### config.mk
export PLATFORM = sky130hd
export DESIGN_NAME = game_level_sequencer
export DESIGN_NICKNAME = d
export VERILOG_FILES = /design/src/rtl/game_pkg.sv /design/src/rtl/level_timer.sv /design/src/rtl/game_level_sequencer.sv
export SDC_FILE = /design/constraint.sdc
export NUM_CORES = 1
export LEC_CHECK = 0
export ABC_AREA = 1
export CORE_MARGIN = 2
export CORE_UTILIZATION = 35
export CTS_CLUSTER_SIZE = 30
export DETAILED_ROUTE_END_ITERATION = 10
export SLEW_MARGIN = 30
export SYNTH_ARGS = -nofsm -noshare
export SYNTH_HDL_FRONTEND = slang
export SYNTH_HIERARCHICAL = 1
export SYNTH_SLANG_ARGS = --single-unit
### constraint.sdc
create_clock -name clk -period 2.5 [get_ports clk]
set_input_delay 0.25 -clock clk [delete_from_list [all_inputs] [get_ports clk]]
set_output_delay 0.25 -clock clk [all_outputs]
set_load 0.05 [all_outputs]
### src/rtl/game_pkg.sv
// Shared definitions for the game-flow controller: state encoding, the HID keycodes
// the controller reacts to, and the default timer-second divisor.
package game_pkg;

  // Values are visible on state_dbg, so the encoding is fixed.
  typedef enum logic [3:0] {
    StMenu  = 4'd0,
    StLoad  = 4'd1,
    StPlay  = 4'd2,
    StClear = 4'd3,
    StLose  = 4'd4,
    StOver  = 4'd5,
    StWin   = 4'd6
  } game_state_e;

  localparam logic [7:0] KEY_ENTER = 8'h28;
  localparam logic [7:0] KEY_ESC   = 8'h29;

  localparam int unsigned TICK_DIV_DEFAULT = 100_000_000;

endpackage

### src/rtl/level_timer.sv
// Per-level countdown: a clk-cycle divider producing one-second ticks and an 8-bit
// seconds counter that decrements on each tick and saturates at zero.
//   clk, reset    : clock, synchronous active-high reset
//   load          : clear the divider and load load_val into the counter
//   run           : advance the divider (only while the level is being played)
//   load_val      : value loaded by load
//   time_left     : remaining seconds
//   expire_pulse  : high in the cycle where the divider wraps while time_left == 1
module level_timer
  import game_pkg::*;
#(
  parameter int unsigned TICK_DIV = TICK_DIV_DEFAULT
) (
  input  logic       clk,
  input  logic       reset,
  input  logic       load,
  input  logic       run,
  input  logic [7:0] load_val,
  output logic [7:0] time_left,
  output logic       expire_pulse
);

  localparam int unsigned DivW = (TICK_DIV > 1) ? $clog2(TICK_DIV) : 1;
  localparam logic [DivW-1:0] DivMax = DivW'(TICK_DIV - 1);

  logic [DivW-1:0] div_q, div_d;
  logic [7:0]      time_q, time_d;
  logic            wrap;

  assign wrap         = run && (div_q == DivMax);
  assign expire_pulse = wrap && (time_q == 8'd1);
  assign time_left    = time_q;

  always_comb begin
    div_d  = div_q;
    time_d = time_q;
    if (load) begin
      div_d  = '0;
      time_d = load_val;
    end else if (run) begin
      div_d = wrap ? '0 : div_q + DivW'(1);
      if (wrap && (time_q != 8'd0)) begin
        time_d = time_q - 8'd1;
      end
    end
  end

  always_ff @(posedge clk) begin
    if (reset) begin
      div_q  <= '0;
      time_q <= 8'd0;
    end else begin
      div_q  <= div_d;
      time_q <= time_d;
    end
  end

endmodule

### src/rtl/game_level_sequencer.sv
// Game-flow controller: menu -> load -> play -> clear/lose -> next level/game over/win.
// Owns the lives counter and the level countdown; turns keycodes and the push-button
// into single-cycle events.
//   clk, reset           : clock, synchronous active-high reset
//   keycode              : current HID keycode (0x00 = none)
//   button_press         : synchronized push-button level
//   level_done/player_hit: gameplay reports, honoured only in PLAY
//   level, lives, time_left : HUD values
//   menu_sig, play_en, level_start, game_over, game_won, state_dbg : state decodes
module game_level_sequencer
  import game_pkg::*;
#(
  parameter int unsigned NUM_LEVELS = 3,
  parameter int unsigned LEVEL_TIME = 60,
  parameter int unsigned LIVES      = 3,
  parameter int unsigned TICK_DIV   = TICK_DIV_DEFAULT
) (
  input  logic       clk,
  input  logic       reset,
  input  logic [7:0] keycode,
  input  logic       button_press,
  input  logic       level_done,
  input  logic       player_hit,
  output logic [2:0] level,
  output logic       menu_sig,
  output logic       play_en,
  output logic       level_start,
  output logic [7:0] time_left,
  output logic [1:0] lives,
  output logic       game_over,
  output logic       game_won,
  output logic [3:0] state_dbg
);

  game_state_e state_q, state_d;
  logic [2:0]  level_q, level_d;
  logic [1:0]  lives_q, lives_d;
  logic [7:0]  prev_key_q;
  logic        prev_btn_q;

  logic        enter_evt, esc_evt, btn_evt, cont_evt;
  logic        timer_load, timer_expire;
  logic [7:0]  timer_val;

  assign enter_evt = (keycode == KEY_ENTER) && (prev_key_q != KEY_ENTER);
  assign esc_evt   = (keycode == KEY_ESC) && (prev_key_q != KEY_ESC);
  assign btn_evt   = button_press && !prev_btn_q;
  assign cont_evt  = enter_evt || btn_evt;

  level_timer #(
    .TICK_DIV (TICK_DIV)
  ) u_level_timer (
    .clk          (clk),
    .reset        (reset),
    .load         (timer_load),
    .run          (state_q == StPlay),
    .load_val     (timer_val),
    .time_left    (time_left),
    .expire_pulse (timer_expire)
  );

  always_comb begin
    state_d    = state_q;
    level_d    = level_q;
    lives_d    = lives_q;
    timer_load = 1'b0;
    timer_val  = 8'(LEVEL_TIME);
    unique case (state_q)
      StMenu: begin
        if (enter_evt) begin
          state_d = StLoad;
          level_d = 3'd1;
          lives_d = 2'(LIVES);
        end
      end
      StLoad: begin
        timer_load = 1'b1;
        state_d    = StPlay;
      end
      StPlay: begin
        // Priority: quit, then objective, then death/timeout.
        if (esc_evt) begin
          state_d = StMenu;
          level_d = 3'd0;
          lives_d = 2'(LIVES);
        end else if (level_done) begin
          state_d = (level_q == 3'(NUM_LEVELS)) ? StWin : StClear;
        end else if (player_hit || timer_expire) begin
          lives_d = lives_q - 2'd1;
          state_d = (lives_q == 2'd1) ? StOver : StLose;
        end
      end
      StClear: begin
        if (cont_evt) begin
          state_d = StLoad;
          level_d = level_q + 3'd1;
        end
      end
      StLose: begin
        if (cont_evt) begin
          state_d = StLoad;
        end
      end
      StOver, StWin: begin
        if (cont_evt) begin
          state_d    = StMenu;
          level_d    = 3'd0;
          lives_d    = 2'(LIVES);
          timer_load = 1'b1;
          timer_val  = 8'd0;
        end
      end
      default: begin
        state_d = StMenu;
        level_d = 3'd0;
        lives_d = 2'(LIVES);
      end
    endcase
  end

  always_ff @(posedge clk) begin
    if (reset) begin
      state_q    <= StMenu;
      level_q    <= 3'd0;
      lives_q    <= 2'(LIVES);
      prev_key_q <= 8'h00;
      prev_btn_q <= 1'b0;
    end else begin
      state_q    <= state_d;
      level_q    <= level_d;
      lives_q    <= lives_d;
      prev_key_q <= keycode;
      prev_btn_q <= button_press;
    end
  end

  assign level       = level_q;
  assign lives       = lives_q;
  assign state_dbg   = state_q;
  assign menu_sig    = (state_q == StMenu);
  assign play_en     = (state_q == StPlay);
  assign level_start = (state_q == StLoad);
  assign game_over   = (state_q == StOver);
  assign game_won    = (state_q == StWin);

endmodule

Word-level counts from Yosys, hierarchy flattened

Cells that the tools add are included.

Latch bits: 0
Input port bits: 13
Output and inout port bits: 22
Memory bits (read-only): 0
RAM bits: 0
Memories: 0
Register bits: 53

$mul: 0
Reduce and logical (&&, ||, !) cells: 22
Magnitude comparators: 0
Add/subtract/negate cells: 4
Multiplexer cells: 28
Divide/modulo/power cells: 0
Shifts and indexed selects: 0
Bitwise logic cells: 2
Equality and inequality tests: 22

Operators with widths:

| kind                                                                    | number |
|---|---|
| 27-bit by 1-bit adder with 27-bit output, second input constant         | 1 |
| 27-bit equality test, second input constant                             | 1 |
| 27-bit 2-to-1 mux                                                       | 1 |
| 4-bit 2-to-1 mux                                                        | 6 |
| 8-bit 2-to-1 mux                                                        | 3 |
| 4-bit case mux with 5 select lines                                      | 1 |
| 8-bit by 6-bit equality test with 1-bit output, second input constant   | 2 |
| 8-bit by 6-bit inequality test with 1-bit output, second input constant | 2 |
| 3-bit 2-to-1 mux                                                        | 5 |
| 3-bit case mux with 5 select lines                                      | 1 |
| 4-bit by 3-bit equality test with 1-bit output, second input constant   | 3 |
| 6-bit 2-to-1 mux                                                        | 2 |
| 2-bit 2-to-1 mux                                                        | 5 |
| 5-bit AND reduction                                                     | 2 |
| 4-bit by 2-bit equality test with 1-bit output, second input constant   | 2 |
| 8-bit by 1-bit equality test with 1-bit output, second input constant   | 1 |
| 2-bit case mux with 4 select lines                                      | 1 |
| 8-bit nonzero test                                                      | 1 |
| 2-bit OR reduction                                                      | 4 |
| 8-bit by 1-bit subtractor with 8-bit output, second input constant      | 1 |
| 1-bit logical AND                                                       | 6 |
| 2-bit inequality test, second input constant                            | 3 |
| 3-bit inequality test, second input constant                            | 2 |
| 4-bit by 1-bit equality test with 1-bit output, second input constant   | 1 |
| other kinds (16)                                                        | 21 |

Logic depth before layout (Yosys ltp)

Word-level depth: 8
Depth in mapped cells: 17
Mapped depth without buffers: 16

Cells and area by module

Netlist, hierarchy kept.

By module, submodules not included:

| module               | area each (µm²) | times used | cells an instance |
|---|---|---|---|
| level_timer          | 2120.8          | 1          | 329 |
| game_level_sequencer | 1008.5          | 1          | 162 |

Worst setup path before layout

Ideal clock, no wire load.

Path kind: reg2reg
Start point: reg state_q[1] (netlist: state_dbg[1])
End point: reg state_q[0] (netlist: state_dbg[0])
Path buffers: 1
Slack: 0.105 ns
Cell stages (with the launch flop): 17
Data arrival time: 2.280 ns
Setup time: 0.115 ns
Cell sequence: dfxtp_1 -> nand3_2 -> inv_2 -> buf_4 -> nand2_1 -> inv_1 -> nand4_1 -> nor2_1 -> nand2_1 -> nor2_1 -> nor2_1 -> nand3_1 -> nand2_1 -> nor2_2 -> inv_2 -> nor2_1 -> nor2_1

Longest elaborated chain between the ends: 6

RTL lines:

| what                                           | RTL line                    | text |
|---|---|---|
| start: declaration                             | game_level_sequencer.sv:35  | `game_state_e state_q, state_d;` |
| start signal: assignment                       | game_level_sequencer.sv:123 | `state_q <= StMenu;` |
| start signal: assignment                       | game_level_sequencer.sv:129 | `state_q <= state_d;` |
| 4-bit by 2-bit equality test with 1-bit output | n/a                         |  |
| net play_en                                    | game_level_sequencer.sv:26  | `output logic play_en,` |
| 1-bit logical AND                              | level_timer.sv:30           | `assign wrap = run && (div_q == DivMax);` |
| 1-bit logical AND                              | level_timer.sv:31           | `assign expire_pulse = wrap && (time_q == 8'd1);` |
| net timer_expire                               | game_level_sequencer.sv:42  | `logic timer_load, timer_expire;` |
| 1-bit logical OR                               | game_level_sequencer.sv:88  | `end else if (player_hit \|\| timer_expire) begin` |
| 4-bit inequality test (no line)                | n/a                         |  |
| 4-bit AND reduction (no line)                  | n/a                         |  |

The timed path passes the listed nets, and every way through them passes these cells.
A chain may end at the register's enable or synchronous reset.

Worst setup path in the final report

Start point: reg state_q[2] (netlist: state_dbg[2])
End point: out play_en

Longest elaborated chain between the ends: 1

RTL lines:

| what                                           | RTL line                    | text |
|---|---|---|
| 4-bit by 2-bit equality test with 1-bit output | game_level_sequencer.sv:141 | `assign play_en = (state_q == StPlay);` |
| end: declaration                               | game_level_sequencer.sv:26  |  |

No other way between the ends.

==> flow_summary.ini <==
[worst_setup_path]
endpoint_kind = output port
path_delay_family = buffers and inverters
worst_path_most_repeated_cell = inv_2
cp_num_buf_inv = 4
critPathMaxStageDelay_ns = 0.83
required_ns = 2.25
path_cells = inv_2 -> nand3_2 -> inv_2 -> buf_4 -> clkdlybuf4s50_1
crit_fanout = 12
crit_path_start_kind = flop
cp_slowest_cell = clkdlybuf4s50_1
crit_arrival_ns = 2.07
critPathKind = flop to output port

[clocking]
cts_buffer_depth = 2
clock_latency_ns = 0.31
hold_buffers = 0
cts_root_buffer = clkbuf_8
clock-sinks = 52
cts-htree-levels = 2
cts_buffers = 5
cts_setup_buffers = 0
clk_pin_slew_worst_paths_ns = 0.09
cts.repair.resized = 0
cts_tree = built

[placed_design]
hpwl_um = 5660
io_buffers = 33
place.gp.congestion = 0.895

[grt]
grt_pass1_wl_um = 12500
grt_use_total_pct = 15.4
grt_overflow = 0
grt_max_degree = 21
antenna_found_initial = 0
grt_pass1_vias = 2874

[synthesis]
synth_seq_cells = 52
ys_top_cells_by_area = dfxtp_1 (33%), nor2_1 (13%), nand2_1 (12%)
yosys.area.top_type = dfxtp_1
synthCells = 491
netlist_area_sq_mm = 0.00313
synth_edf_count = 0
yosysUniqueCellTypes = 38
synth-main-ff-cell = dfxtp_1
ys_seq_area_share_pct = 33.3
synth_warnings = 6
netlist_top_cells_count = nor2_1 (108), nand2_1 (100), inv_1 (58), dfxtp_1 (52), nand3_1 (34)
avgSynthCellArea_sq_um = 6.37
synth_top_area_share_pct = 33.3
yosysMostFrequentCell = nor2_1
async_reset_ff_share_pct = 0

[pwr]
p_sw_share_pct = 50.1
switchingPower_uw = 1970
leakage_uw = 0.00146
power_report.internal_total_uw = 1960
power_frac_comb_pct = 58.6
ir_drop_mv = 0.798
pwr-share-seq_pct = 28.3
pwr-share-clk_pct = 13.0
powerDensity_mw_per_mm2 = 1060

[routing]
vias_per_cell = 4.67
drt-total-wl_um = 7250
drcViolationCount = 0
first_iter_violations = 126
ant_nets = 0
firstDrtPassIters = 4
vias = 2994
wl_per_cell_um = 11.3

[timing]
fin_crit_sh_pct = 93.0
worst_slew_pin_slew_ns = 0.504
slew_headroom_pct = 66.3
grt_setup_unrepaired = no
hold_viol = 0
final-max-slew-violation-count = 0
setup_violations = 0
finalSetupTns_ns = 0
timing.fmax_mhz = 430
fin_crit_ns = 2.32
skew_ns = 0.0143
hold_ws_ns = 0.494

[die]
initial_core_util_pct = 36.1
ios = 35
die_h_um = 98.6
core_sq_mm = 0.00868
dieArea_sq_mm = 0.00971
die_x_um = 98.6
rows = 34

[final_layout]
synthToLayoutAreaGrowth_pct = 17.9
antenna_cells = 0
drive_above_1_share_pct = 11.4
fin_nets = 552

[run]
maxCapViolations = 0

[outcome]
status = finished, final reports clean

[worst_hold_path]
hp-class = input pin to flop
[cells by family after synthesis]
logic type / after synthesis / share of synthesized area (%)
AND/OR/NAND/NOR: 308 / 45.2
flip-flops: 52 / 33.3
AO/OA/AOI/OAI: 46 / 8.08
adder cells (fa/ha/maj): 7 / 2.80
XOR/XNOR: 3 / 0.840
buffers and inverters: 74 / 9.68
other: 1 / 0.120
[tightest hold or removal path: stages]
cell and delay, ns:
clkdlybuf4s50_1 0.42, inv_1 0.06, nor2_1 0.03
[placed cells by master (no fill, tap or decap), drive strengths merged, types with 7 or more instances in the layout]
| cell | n |
|---|---|
| a21oi | 20 |
| ha | 7 |
| o21ai | 17 |
| nor3 | 15 |
| nand4 | 9 |
| nand2 | 113 |
| clkdlybuf4s50 | 33 |
| inv | 66 |
| dfxtp | 52 |
| nor2 | 123 |
| nand3 | 37 |
[power groups by stage]
stage | Sequential [uW] | Clock [uW] | Combinational (uW)
after global routing | 1140 | 575 | 2550
after CTS | 1110 | 538 | 2320
after floorplan | 1500 | 0 | 1380
final | 1110 | 512 | 2300
after global placement | 1130 | 0 | 2280
after detailed placement | 1130 | 0 | 2310
[sequential cells by signal, summed over array words and instances, names as in the netlist]
signal / count
u_level_timer/div_q: 27
prev_key_q: 8
u_level_timer/time_left: 8
level: 3
state_dbg: 3
lives: 2
prev_btn_q: 1
[layer usage]
metal  wire [um]  track usage, %  share of wire [%]  vias up
met5           0               0                  0        -
met4          41            4.64               0.57        0
met3         164            2.20                2.3        4
met2        3440            26.5                 47       40
met1        3610            20.0                 50     1330
li1            -               -                  -     1620
[layout make-up]
cell class | count | area [sq um]
clock buffers | 6 | 82.6
clock inverters | 2 | 15.0
repair buffers | 38 | 368
inverters | 66 | 248
multi-input cells | 369 | 1800
fillers | 931 | 4990
well taps | 108 | 135
flip-flops and latches | 52 | 1040
[per-stage QoR]
step	instance area, sq um	power [uW]	worst slack (ns)	std cells	util [%]
floorplan	3140	2870	0.105	495	-
global placement	3590	3410	0.353	633	41.4
detailed placement	3590	3440	0.225	633	41.4
CTS	3690	3970	0.156	641	42.5
global route	3690	4260	0.0484	641	42.5
finish	3690	3930	0.176	641	42.5
[path summary, 6_finish.rpt]
kind / startpoint / to / slack (ns) / cells after the start
max: state_dbg[2] / play_en / 0.18 / 5
min: keycode[4] / prev_key_q[4] / 0.49 / 3
max reg2reg: state_dbg[2] / u_level_timer/div_q[16] / 0.43 / 10
min reg2reg: u_level_timer/div_q[22] / u_level_timer/div_q[22] / 0.50 / 2
Power figures use the tool's default switching activity.
